`config.mk`:
```
export PLATFORM = sky130hd
export DESIGN_NAME = tdm_demux
export DESIGN_NICKNAME = d
export VERILOG_FILES = /design/src/rtl/tdm_pkg.sv /design/src/rtl/tdm_slot_ctr.sv /design/src/rtl/tdm_demux.sv
export SDC_FILE = /design/constraint.sdc
export NUM_CORES = 1
export LEC_CHECK = 0
export BUFFER_PORTS_ARGS = -buffer_cell sky130_fd_sc_hd__buf_4
export CORE_MARGIN = 2
export CORE_UTILIZATION = 55
export DETAILED_ROUTE_END_ITERATION = 12
export GPL_TIMING_DRIVEN = 0
export PLACE_DENSITY_LB_ADDON = 0.08
export SYNTH_ARGS = -nofsm -noshare
export SYNTH_HDL_FRONTEND = slang
export SYNTH_SLANG_ARGS = --single-unit
export TNS_END_PERCENT = 20
```
`constraint.sdc`:
```
create_clock -name clk -period 2.3 [get_ports clk]
set_input_delay 0.69 -clock clk [delete_from_list [all_inputs] [get_ports clk]]
set_output_delay 0.69 -clock clk [all_outputs]
set_load 0.005 [all_outputs]
```
`src/rtl/tdm_pkg.sv`:
```
// -----------------------------------------------------------------------------
// tdm_pkg -- shared definitions for the TDM receive demultiplexer.
//
// Contents:
//   NCH_DEF, W_DEF : default channel count and bits per channel slot
//   tdm_state_t    : receiver FSM state encoding (HUNT, RECV, PAR)
//
// PAR is only reachable when the design is built with TDM_PARITY_EN defined.
// -----------------------------------------------------------------------------
package tdm_pkg;

    localparam int unsigned NCH_DEF = 4;
    localparam int unsigned W_DEF   = 2;

    typedef enum logic [1:0] {
        HUNT = 2'd0,   // waiting for fsync
        RECV = 2'd1,   // collecting frame data bits
        PAR  = 2'd2    // expecting the trailing even-parity bit
    } tdm_state_t;

endpackage : tdm_pkg

```
`src/rtl/tdm_slot_ctr.sv`:
```
// -----------------------------------------------------------------------------
// tdm_slot_ctr -- frame bit counter for the TDM receiver.
//
// The count holds the index of the next frame bit to be sampled. It is
// cleared, loaded with 1 (a frame bit 0 was just taken) or incremented.
// Increment saturates at all-ones so the count can never wrap.
//
// Parameters:
//   CW   : counter width
//   LAST : count value that flags the final data bit of a frame
//
// Ports:
//   clk   in  rising-edge clock
//   rst_n in  asynchronous active-low reset (count -> 0)
//   clr   in  clear count to 0 (highest priority)
//   ld1   in  load count with 1
//   inc   in  increment count
//   tc    out terminal count: the bit being sampled now is the last data bit
// -----------------------------------------------------------------------------
module tdm_slot_ctr #(
    parameter int unsigned CW   = 4,
    parameter int unsigned LAST = 7
) (
    input  logic clk,
    input  logic rst_n,
    input  logic clr,
    input  logic ld1,
    input  logic inc,
    output logic tc
);

    logic [CW-1:0] cnt;

    always_ff @(posedge clk or negedge rst_n) begin
        if (!rst_n) begin
            cnt <= '0;
        end else if (clr) begin
            cnt <= '0;
        end else if (ld1) begin
            cnt <= CW'(1);
        end else if (inc && (cnt != '1)) begin
            cnt <= cnt + CW'(1);
        end
    end

    assign tc = (cnt == CW'(LAST));

endmodule : tdm_slot_ctr

```
`src/rtl/tdm_demux.sv`:
```
// -----------------------------------------------------------------------------
// tdm_demux -- receive end of a serial TDM link.
//
// One sin bit is sampled per clock. fsync marks frame bit 0. A frame carries
// NCH channels of W bits each, channel 0 first, each channel MSB first.
// A complete frame is demultiplexed into ch_data with channel k at
// ch_data[k*W +: W]. ch_data only changes together with a frame_valid pulse.
//
// Build option:
//   TDM_PARITY_EN : when defined, each frame carries one trailing even-parity
//                   bit after the last data bit and the parity_err output
//                   exists. A frame with bad parity is dropped.
//
// Parameters:
//   NCH : channels per frame
//   W   : bits per channel slot
//
// Ports:
//   clk         in  rising-edge clock
//   rst_n       in  asynchronous active-low reset
//   sin         in  serial data
//   fsync       in  high in the cycle whose sin bit is frame bit 0
//   ch_data     out last good frame, NCH*W bits
//   frame_valid out one-cycle pulse when ch_data is updated
//   sync_err    out one-cycle pulse on a premature fsync
//   parity_err  out one-cycle pulse on a parity failure (TDM_PARITY_EN only)
// -----------------------------------------------------------------------------
module tdm_demux
    import tdm_pkg::*;
#(
    parameter int unsigned NCH = NCH_DEF,
    parameter int unsigned W   = W_DEF
) (
    input  logic             clk,
    input  logic             rst_n,
    input  logic             sin,
    input  logic             fsync,
    output logic [NCH*W-1:0] ch_data,
    output logic             frame_valid,
    output logic             sync_err
`ifdef TDM_PARITY_EN
    ,
    output logic             parity_err
`endif
);

    localparam int unsigned F  = NCH * W;
    localparam int unsigned CW = $clog2(F + 2);

`ifdef TDM_PARITY_EN
    localparam int unsigned PAR_BITS = 1;
`else
    localparam int unsigned PAR_BITS = 0;
`endif

    // Without parity the final data bit is taken straight from sin when the
    // frame is loaded, so the shift register only needs to hold F-1 bits.
    localparam int unsigned SR_W = F - 1 + PAR_BITS;

    tdm_state_t      state;
    logic [SR_W-1:0] sr;
    logic [SR_W:0]   shifted;
    logic [F-1:0]    frame;
    logic [F-1:0]    mapped;
    logic            last_bit;
    logic            ctr_clr;
    logic            ctr_ld1;
    logic            ctr_inc;
`ifdef TDM_PARITY_EN
    logic            par_ok;
`endif

    // ------------------------------------------------------------------
    // Bit counter
    // ------------------------------------------------------------------
    tdm_slot_ctr #(
        .CW   (CW),
        .LAST (F - 1)
    ) u_slot_ctr (
        .clk   (clk),
        .rst_n (rst_n),
        .clr   (ctr_clr),
        .ld1   (ctr_ld1),
        .inc   (ctr_inc),
        .tc    (last_bit)
    );

    always_comb begin
        ctr_clr = 1'b0;
        ctr_ld1 = 1'b0;
        ctr_inc = 1'b0;
        case (state)
            HUNT: begin
                ctr_ld1 = fsync;
            end
            RECV: begin
                if (fsync && !last_bit) begin
                    ctr_ld1 = 1'b1;
                end else if (last_bit) begin
`ifdef TDM_PARITY_EN
                    ctr_inc = 1'b1;
`else
                    ctr_clr = 1'b1;
`endif
                end else begin
                    ctr_inc = 1'b1;
                end
            end
`ifdef TDM_PARITY_EN
            PAR: begin
                if (fsync) begin
                    ctr_ld1 = 1'b1;
                end else begin
                    ctr_clr = 1'b1;
                end
            end
`endif
            default: begin
                ctr_clr = 1'b1;
            end
        endcase
    end

    // ------------------------------------------------------------------
    // Frame assembly and channel mapping
    // ------------------------------------------------------------------
    // Frame bit 0 ends up in the MSB of the assembled frame, so channel 0
    // occupies the top W bits; channels are reversed into ch_data order.
    always_comb begin
        shifted = {sr, sin};
`ifdef TDM_PARITY_EN
        frame   = sr;
        par_ok  = ~(^shifted);
`else
        frame   = shifted;
`endif
        mapped  = '0;
        for (int unsigned k = 0; k < NCH; k++) begin
            mapped[k*W +: W] = frame[(NCH-1-k)*W +: W];
        end
    end

    // ------------------------------------------------------------------
    // Receiver FSM with registered outputs
    // ------------------------------------------------------------------
    always_ff @(posedge clk or negedge rst_n) begin
        if (!rst_n) begin
            state       <= HUNT;
            sr          <= '0;
            ch_data     <= '0;
            frame_valid <= 1'b0;
            sync_err    <= 1'b0;
`ifdef TDM_PARITY_EN
            parity_err  <= 1'b0;
`endif
        end else begin
            frame_valid <= 1'b0;
            sync_err    <= 1'b0;
`ifdef TDM_PARITY_EN
            parity_err  <= 1'b0;
`endif
            case (state)
                HUNT: begin
                    if (fsync) begin
                        sr    <= SR_W'(sin);
                        state <= RECV;
                    end
                end

                RECV: begin
                    if (fsync && !last_bit) begin
                        // Premature fsync: drop the partial frame and restart.
                        sync_err <= 1'b1;
                        sr       <= SR_W'(sin);
                    end else begin
                        sr <= shifted[SR_W-1:0];
                        if (last_bit) begin
`ifdef TDM_PARITY_EN
                            state <= PAR;
`else
                            ch_data     <= mapped;
                            frame_valid <= 1'b1;
                            state       <= HUNT;
`endif
                        end
                    end
                end

`ifdef TDM_PARITY_EN
                PAR: begin
                    if (fsync) begin
                        sync_err <= 1'b1;
                        sr       <= SR_W'(sin);
                        state    <= RECV;
                    end else begin
                        if (par_ok) begin
                            ch_data     <= mapped;
                            frame_valid <= 1'b1;
                        end else begin
                            parity_err  <= 1'b1;
                        end
                        state <= HUNT;
                    end
                end
`endif

                default: begin
                    state <= HUNT;
                end
            endcase
        end
    end

endmodule : tdm_demux
```
# After elaboration in Yosys (flattened, before gate mapping)

Cells that the tools add are included.

Multiplexer cells: 20
Add/sub/neg operators: 1
Reductions and logical operators: 9
Bitwise logic cells: 1
Eq/ne operators: 6

Operators by type and width:

| kind                                           | number |
|---|---|
| two-way mux 7 bit                              | 2 |
| one-hot mux 7 bit (2 select lines)             | 1 |
| two-way mux 4 bit                              | 3 |
| two-way mux 1 bit                              | 8 |
| two-way mux 2 bit                              | 3 |
| inequality test 2 bit (second input constant)  | 3 |
| AND reduction 3 bit                            | 2 |
| adder 4 x 1 -> 4 bit (second input constant)   | 1 |
| == test 4 x 3 -> 1 bit (second input constant) | 1 |
| inequality test 4 bit (second input constant)  | 1 |
| one-hot mux 1 bit (2 select lines)             | 2 |
| one-hot mux 2 bit (2 select lines)             | 1 |
| nonzero test 3 bit                             | 1 |
| == test 2 x 1 -> 1 bit (second input constant) | 1 |
| logical AND 1 bit                              | 2 |
| logical NOT 2 bit                              | 1 |
| AND reduction 2 bit                            | 1 |
| nonzero test 2 bit                             | 1 |
| logical NOT 1 bit                              | 1 |
| inverter 1 bit                                 | 1 |

Bits in registers: 23
Output and inout bits: 10

# Longest topological paths before layout

Gate-level depths: netlist of run 1.

Depth in word-level cells: 9
Mapped depth: 4
Depth with buffers taken out: 4

# Hierarchy

From an unflattened synthesis of run 1, not the netlist that was laid out.

Cells, all modules: 64
Area, all modules: 953.4 sq um

Modules (own cells, without submodules):

| module       | cells each | area each (sq um) | seq. area each (sq um) | times used |
|---|---|---|---|---|
| tdm_demux    | 42         | 738.2             | 450.4                  | 1 |
| tdm_slot_ctr | 22         | 215.2             | 100.1                  | 1 |

# Worst setup path after synthesis of run 1

No wires, ideal clock.

Kind: input port to flip-flop
From: input fsync
To: register sr[0]
Path slack: 820 ps
Buffers on the path: 1
Data required time: 2175 ps
Stages on the path: 3
Data arrival time: 1355 ps
Cell sequence: buf_2 -> nor2_4 -> mux2_2

Cells in the longest elaborated chain, start to end: 2

RTL lines:

| element                         | line             | text |
|---|---|---|
| start, declared                 | tdm_demux.sv:37  | `input logic fsync,` |
| inequality test 2 bit (no line) | --               |  |
| AND reduction 2 bit (no line)   | --               |  |
| end signal, assigned            | tdm_demux.sv:165 | `sr <= SR_W'(sin);` |
| end signal, assigned            | tdm_demux.sv:174 | `sr <= SR_W'(sin);` |
| end signal, assigned            | tdm_demux.sv:176 | `sr <= shifted[SR_W-1:0];` |
| end, declared                   | tdm_demux.sv:61  | `logic [SR_W-1:0] sr;` |

Every way passes these cells.
A chain may end at the register's enable or synchronous reset.

# Final worst setup path of run 1

From: register u_slot_ctr.cnt[0]
To: register ch_data[1]

Cells in the longest elaborated chain, start to end: 5

RTL lines:

| element                           | line               | text |
|---|---|---|
| start, declared                   | tdm_slot_ctr.sv:32 | `logic [CW-1:0] cnt;` |
| start signal, assigned            | tdm_slot_ctr.sv:42 | `cnt <= cnt + CW'(1);` |
| == test 4 x 3 -> 1 bit (*)        | tdm_slot_ctr.sv:46 | `assign tc = (cnt == CW'(LAST));` |
| logical NOT 1 bit                 | tdm_demux.sv:171   | `if (fsync && !last_bit) begin` |
| logical AND 1 bit                 | tdm_demux.sv:171   |  |
| inverter 1 bit (no line)          | --                 |  |
| AND reduction 3 bit (no line) (*) | --                 |  |
| end signal, assigned              | tdm_demux.sv:181   | `ch_data <= mapped;` |
| end, declared                     | tdm_demux.sv:38    | `output logic [NCH*W-1:0] ch_data,` |

Mark *: on every way between the ends. The rest lies on a longest branch, timed or not.

==> impl_results.md, run 1 <==
- Post-cts sizing count: 0
- EDFF count, synth: 0
- N_diodes: 0
- Io pins: 14
- Dominant cell by count in the synthesized netlist: dfrtp_1
- Multi-input gate area: 332.8 sq um
- Root Buffer: clkbuf_4
- Layout area overhead: 18.06%
- Initial antenna violation count: 0
- Crit path required time: 2.51 ns
- Via count: 554
- Clk Latency, worst-skew pair: 0.31 ns
- Synth area leaders: dfrtp_1, mux2_2, a22o_1
- Finished Core Util: 69.79%
- # clock sinks: 22
- Die W: 44.47 um
- Post-DR vias/cell: 5.771
- Synthesized Nets: 69
- Setup TNS: 0 ns
- Number of setup buffers added after CTS: 0
- Largest net degree at the start of global routing: 23
- Critical Path End Type: register
- Slew margin rel.: 80.17%
- Max Cap Viol: 0
- Starting DRT DRC Count: 6
- Critical R2R Capture: ch_data[1]
- Max Buffers Root-to-Sink: 2
- Final Hold Slack: 0.2418 ns
- Starting Density: 59.11%
- I/O Buffers: 12
- WL final: 1.528 mm
- H-Tree Depth: 1
- Final critical-path required period: 1.561 ns
- Sw Ratio: 28.21%
- Overflow after GRT: 0
- Reg2Reg Launch Point: u_slot_ctr.cnt[0]
- CP Max Fanout: 8
- Post-synthesis sequential area ratio: 61.11%
- Most common library cells after synthesis: dfrtp_1, mux2_2, a22o_1
- Area leader, netlist: dfrtp_1
- Share of the synthesized area in the top cell type: 61.11%
- CTS Buf Count: 3
- # fillers: 122
- Ys async rst share: 100.0%
- Worst setup SP type: register
- Leak: 0.5164 nW
- Place WS: 0.7411 ns
- CP arrival: 1.77 ns
- NumNets Final: 86
- Post-synthesis register bit count: 22
- P_int: 815.2 uW
- Global-route wire length before repair: 2.670 mm
- Combinational share of power: 26.3%
- Critical path type: register to register
- Detailed Routing Iterations Pass 1: 4
- Pwr dens: 1068 nW/um^2
- Slew @ Worst Pin: 0.2975 ns
- Syn Std Cell Area: 900.9 sq um
- FF-to-FF path depth: 4
- FF-to-FF setup slack: 0.74 ns
- Distinct cells, synth: 26
- GR Util All Layers: 18.86%
- Core ar.: 1524 sq um
- Reg power frac: 47.7%
- Synth warn: 0
- Remaining routing DRC violations: 0
- CTS tree: yes
- FF/Latch Area: 550.5 sq um
- # setup viols final: 0
- Switch Pwr: 320.4 uW
- Unrepaired setup endpoints after global routing: false
- Clock Skew: 0.008011 ns
- Most common flop cell mapped by yosys: dfrtp_1
- WL per Instance: 15.92 um
- Total power: 1.136 mW
- FMAX: 0.6408 GHz
- Final antenna-violating net count: 0
- Worst-path clk slew: 0.13 ns
- Syn Area/Cell: 14.08 sq um
- Post-route setup slack: 0.7394 ns
- Die area: 1978 sq um
- Fraction of layout cells with a size suffix above 1: 41.25%
- Cells after synthesis: 64
- Cts hold-fix bufs: 0
- Gpl congestion: 0.7487
- Vias in the first global route: 601
- Slew Limit Fails: 0
- Row count: 14
- VDD IR-drop max: 682.1 uV
- Status: completed
- Worst min path class: primary input to asynchronous set/reset pin
- Final-report hold violation count: 0
- Fin crit share: 67.85%
- Die Y: 44.47 um
- Clock power frac: 26.1%
cell usage in the layout (no fill, tap or decap), drive strengths merged:
master / netlist / routed
clkbuf: 0 / 3
dfrtp: 22 / 22
inv: 2 / 2
nand4: 1 / 1
a31o: 1 / 1
nand2: 1 / 1
a21oi: 3 / 3
ha: 1 / 1
and3: 1 / 1
nand3: 2 / 2
nand3b: 1 / 1
a32o: 1 / 1
a22o: 6 / 6
buf: 2 / 14
nor2: 3 / 3
nor3: 1 / 1
a211oi: 1 / 1
and4b: 1 / 1
nand2b: 2 / 2
mux2: 9 / 9
a31oi: 1 / 1
nor2b: 1 / 1
a21boi: 1 / 1
bufinv: 0 / 1
worst max path at each step:
stage | to | cells past startpoint | slack [ns] | from
finish | ch_data[1] | 4 | 0.74 | u_slot_ctr.cnt[0]
global route | ch_data[1] | 4 | 0.61 | u_slot_ctr.cnt[0]
CTS | ch_data[1] | 4 | 0.73 | u_slot_ctr.cnt[0]
detailed placement | ch_data[1] | 4 | 0.74 | u_slot_ctr.cnt[0]
global placement | sr[0] | 3 | 0.75 | fsync
floorplan | sr[0] | 3 | 0.82 | fsync
flip-flops by register name, summed over array words and instances (netlist names):
name            count
sync_err            1
state               1
frame_valid         1
ch_data             8
sr                  7
u_slot_ctr.cnt      4
critical path: stages (launching register included):
cell     delay [ns]
dfrtp_1        0.46
ha_1           0.36
nand3_4        0.20
inv_2          0.13
mux2_1         0.32
layer usage:
layer | GRT usage [%] | vias to the layer above | wire length (um)
met2 | 32.75 | 10 | 797
met5 | 0 | - | 0
li1 | - | 268 | -
met1 | 23.77 | 276 | 674
met3 | 2.449 | 0 | 56
met4 | 7.273 | 0 | 0
cells by family after synthesis:
| family | share of synthesized area [%] |
|---|---|
| AOI/OAI and AO/OA | 12.36 |
| buffers and inverters | 1.944 |
| and+or+nand+nor | 11.94 |
| DFF | 61.11 |
| muxes | 11.25 |
| adders and majority gates | 1.389 |
final cells by class:
type	instances	area share [%]
sequential	22	51.76
multi-input combinational	38	31.29
timing repair buffer	12	8.471
clock inverter	1	2.824
clock buffer	3	2.118
tap	16	1.882
buffer	2	0.9412
inverter	2	0.7059
stage by stage:
step                instance area [sq um]  cells
finish                               1064     96
global placement                     1011     92
floorplan                           900.9     64
detailed placement                   1011     92
global route                         1064     96
CTS                                  1064     96
power groups by stage:
stage                     combinational (mW)  clock (mW)  sequential [mW]
after CTS                              0.302       0.301            0.542
after global placement                 0.288           0            0.542
after floorplan                        0.184           0            0.537
after detailed placement               0.301           0            0.549
final                                  0.298       0.296            0.541
after global routing                   0.325       0.310            0.555
Power figures use the tool's default switching activity.
==> run 2, diff against run 1 <==
CORE_UTILIZATION = 53   (was 55)
clock period = 1.58 ns   (was 2.3 ns; I/O delays follow)
==> impl_results.md, run 2 (synthesized netlist as in run 1, its figures left out) <==
- Die W: 45.23 um (was 44.47 um)
- FMAX: 0.6985 GHz (was 0.6408 GHz)
- I/O Buffers: 12 (unchanged)
- Max stage delay on crit path: 0.45 ns (was 0.46 ns)
- FF-to-FF setup slack: 0.15 ns (was 0.74 ns)
- CP delay by family, top: compound AO/OA/AOI/OAI gates (was flip-flops)
- Max Cap Viol: 0 (unchanged)
- CTS tree: yes (unchanged)
- Final-report hold violation count: 0 (unchanged)
- Io pins: 14 (unchanged)
- Slew margin rel.: 80.32% (was 80.17%)
- WP buf/inv: 0 (was 1)
- Layout area overhead: 18.33% (was 18.06%)
- Fin crit share: 90.61% (was 67.85%)
- # fillers: 129 (was 122)
- N_diodes: 0 (unchanged)
- Via count: 550 (was 554)
- Final critical-path required period: 1.432 ns (was 1.561 ns)
- Starting DRT DRC Count: 8 (was 6)
- Die area: 2045 sq um (was 1978 sq um)
- CP arrival: 1.68 ns (was 1.77 ns)
- Final Hold Slack: 0.02924 ns (was 0.2418 ns)
- Most common cell after layout, fill and taps aside: dfrtp_1 (unchanged)
- Critical path type: register to register (unchanged)
- WL per Instance: 15.91 um (was 15.92 um)
- Slew @ Worst Pin: 0.2935 ns (was 0.2975 ns)
- Fraction of layout cells with a size suffix above 1: 42.50% (was 41.25%)
- Status: completed (unchanged)
- Crit-path cells: ha_2 -> nand3b_1 -> a21boi_2 -> a22o_1 (was ha_1 -> nand3_4 -> inv_2 -> mux2_1)
- Most flop-heavy register: ch_data (unchanged)
- # setup viols final: 0 (unchanged)
- Vias in the first global route: 543 (was 601)
- FF-to-FF path depth: 4 (unchanged)
- Setup TNS: 0 ns (unchanged)
- Detailed Routing Iterations Pass 1: 3 (was 4)
- VDD IR-drop max: 958.1 uV (was 682.1 uV)
- Slew Limit Fails: 0 (unchanged)
- Pwr dens: 1553 nW/um^2 (was 1068 nW/um^2)
- Root Buffer: clkbuf_4 (unchanged)
- Starting Density: 58.44% (was 59.11%)
- Initial antenna violation count: 0 (unchanged)
- WL final: 1.527 mm (was 1.528 mm)
- Post-DP HPWL: 1.049 mm
- CP Max Fanout: 7 (was 8)
- DP Area: 1011 sq um (unchanged)
- Worst setup SP type: register (unchanged)
- Clock Skew: 0.008133 ns (was 0.008011 ns)
- Design Area, Final: 1066 sq um (was 1064 sq um)
- Clk Latency, worst-skew pair: 0.31 ns (about the same)
- Reg2Reg Launch Point: u_slot_ctr.cnt[0] (unchanged)
- # clock sinks: 22 (unchanged)
- Worst min path class: primary input to asynchronous set/reset pin (unchanged)
- Leak: 0.5148 nW (was 0.5164 nW)
- Final antenna-violating net count: 0 (unchanged)
- Row count: 14 (unchanged)
- Number of setup buffers added after CTS: 0 (unchanged)
- CTS Buf Count: 3 (unchanged)
- Largest register FFs: 8 (unchanged)
- NumNets Final: 86 (unchanged)
- Die Y: 45.23 um (was 44.47 um)
- Crit path required time: 1.82 ns (was 2.51 ns)
- Max Buffers Root-to-Sink: 2 (unchanged)
- Most frequent cells in the layout: dfrtp_1, buf_4, mux2_2 (unchanged)
- Global-route wire length before repair: 2.490 mm (was 2.670 mm)
- Overflow after GRT: 0 (unchanged)
- Largest net degree at the start of global routing: 23 (unchanged)
- Remaining routing DRC violations: 0 (unchanged)
- Slowest CP cell: dfrtp_1 (unchanged)
- Finished Core Util: 69.16% (was 69.79%)
- Core ar.: 1541 sq um (was 1524 sq um)
- H-Tree Depth: 1 (unchanged)
- Critical R2R Capture: sr[4] (was ch_data[1])
- Critical Path End Type: register (unchanged)
- Biggest regs: ch_data x8, sr x7, u_slot_ctr.cnt x4 (unchanged)
- Gpl congestion: 0.7366 (was 0.7487)
- GR Util All Layers: 17.26% (was 18.86%)
- Unrepaired setup endpoints after global routing: false (unchanged)
- Worst-path clk slew: 0.13 ns (about the same)
- Post-DR vias/cell: 5.729 (was 5.771)
==> run 2: area by class of cell <==
cell class / instances / area, sq um / area share, %
repair buffers: 12 / 90.09 / 8.451
inverters: 2 / 7.507 / 0.7042
clock inverters: 1 / 30.03 / 2.817
plain buffers: 2 / 10.01 / 0.9390
clock buffers: 3 / 22.52 / 2.113
well taps: 16 / 20.02 / 1.878
multi-input cells: 38 / 335.3 / 31.46
flip-flops and latches: 22 / 550.5 / 51.64
==> run 2: timing repair <==
| action | in CTS | in global routing |
|---|---|---|
| resized for setup | 0 | 1 |
| hold buffers | 0 | 0 |
| setup endpoints to repair | 0 | 3 |
==> run 2: per-layer routing <==
layer / up-vias / global-route usage [%] / part of all wire, %
met2: 9 / 27.71 / 49
met3: 2 / 2.400 / 3.7
li1: 268 / - / -
met5: - / 0 / 0
met1: 271 / 22.72 / 46
met4: 0 / 8.824 / 0.65
==> run 2: worst register-to-register path: stages, from the launching register on <==
cell and delay [ns]:
dfrtp_1 0.45, ha_2 0.30, nand3b_1 0.13, a21boi_2 0.30
a22o_1 0.21
==> run 2: per-stage QoR <==
stage | setup slack [ns] | instances | power [mW]
after global placement | 0.08973 | 92 | 1.210
after floorplan | 0.2160 | 64 | 1.050
after global routing | 0.06925 | 96 | 1.736
after detailed placement | 0.05996 | 92 | 1.237
final | 0.1484 | 96 | 1.655
after CTS | 0.06005 | 96 | 1.661
==> run 2: how the worst max path moves through the flow <==
stage / startpoint / to / slack (ns) / cells past startpoint
2_1_floorplan: u_slot_ctr.cnt[0] / u_slot_ctr.cnt[3] / 0.22 / 4
3_3_place_gp: u_slot_ctr.cnt[0] / ch_data[1] / 0.09 / 4
3_5_place_dp: u_slot_ctr.cnt[0] / ch_data[1] / 0.06 / 4
4_1_cts: u_slot_ctr.cnt[0] / ch_data[1] / 0.06 / 4
5_1_grt: u_slot_ctr.cnt[0] / sr[4] / 0.07 / 4
6_report: u_slot_ctr.cnt[0] / sr[4] / 0.15 / 4
==> run 2: where the power goes <==
| group | switching [mW] | internal [mW] |
|---|---|---|
| Combinational | 0.192 | 0.246 |
| Clock | 0.171 | 0.256 |
| Sequential | 0.100 | 0.689 |
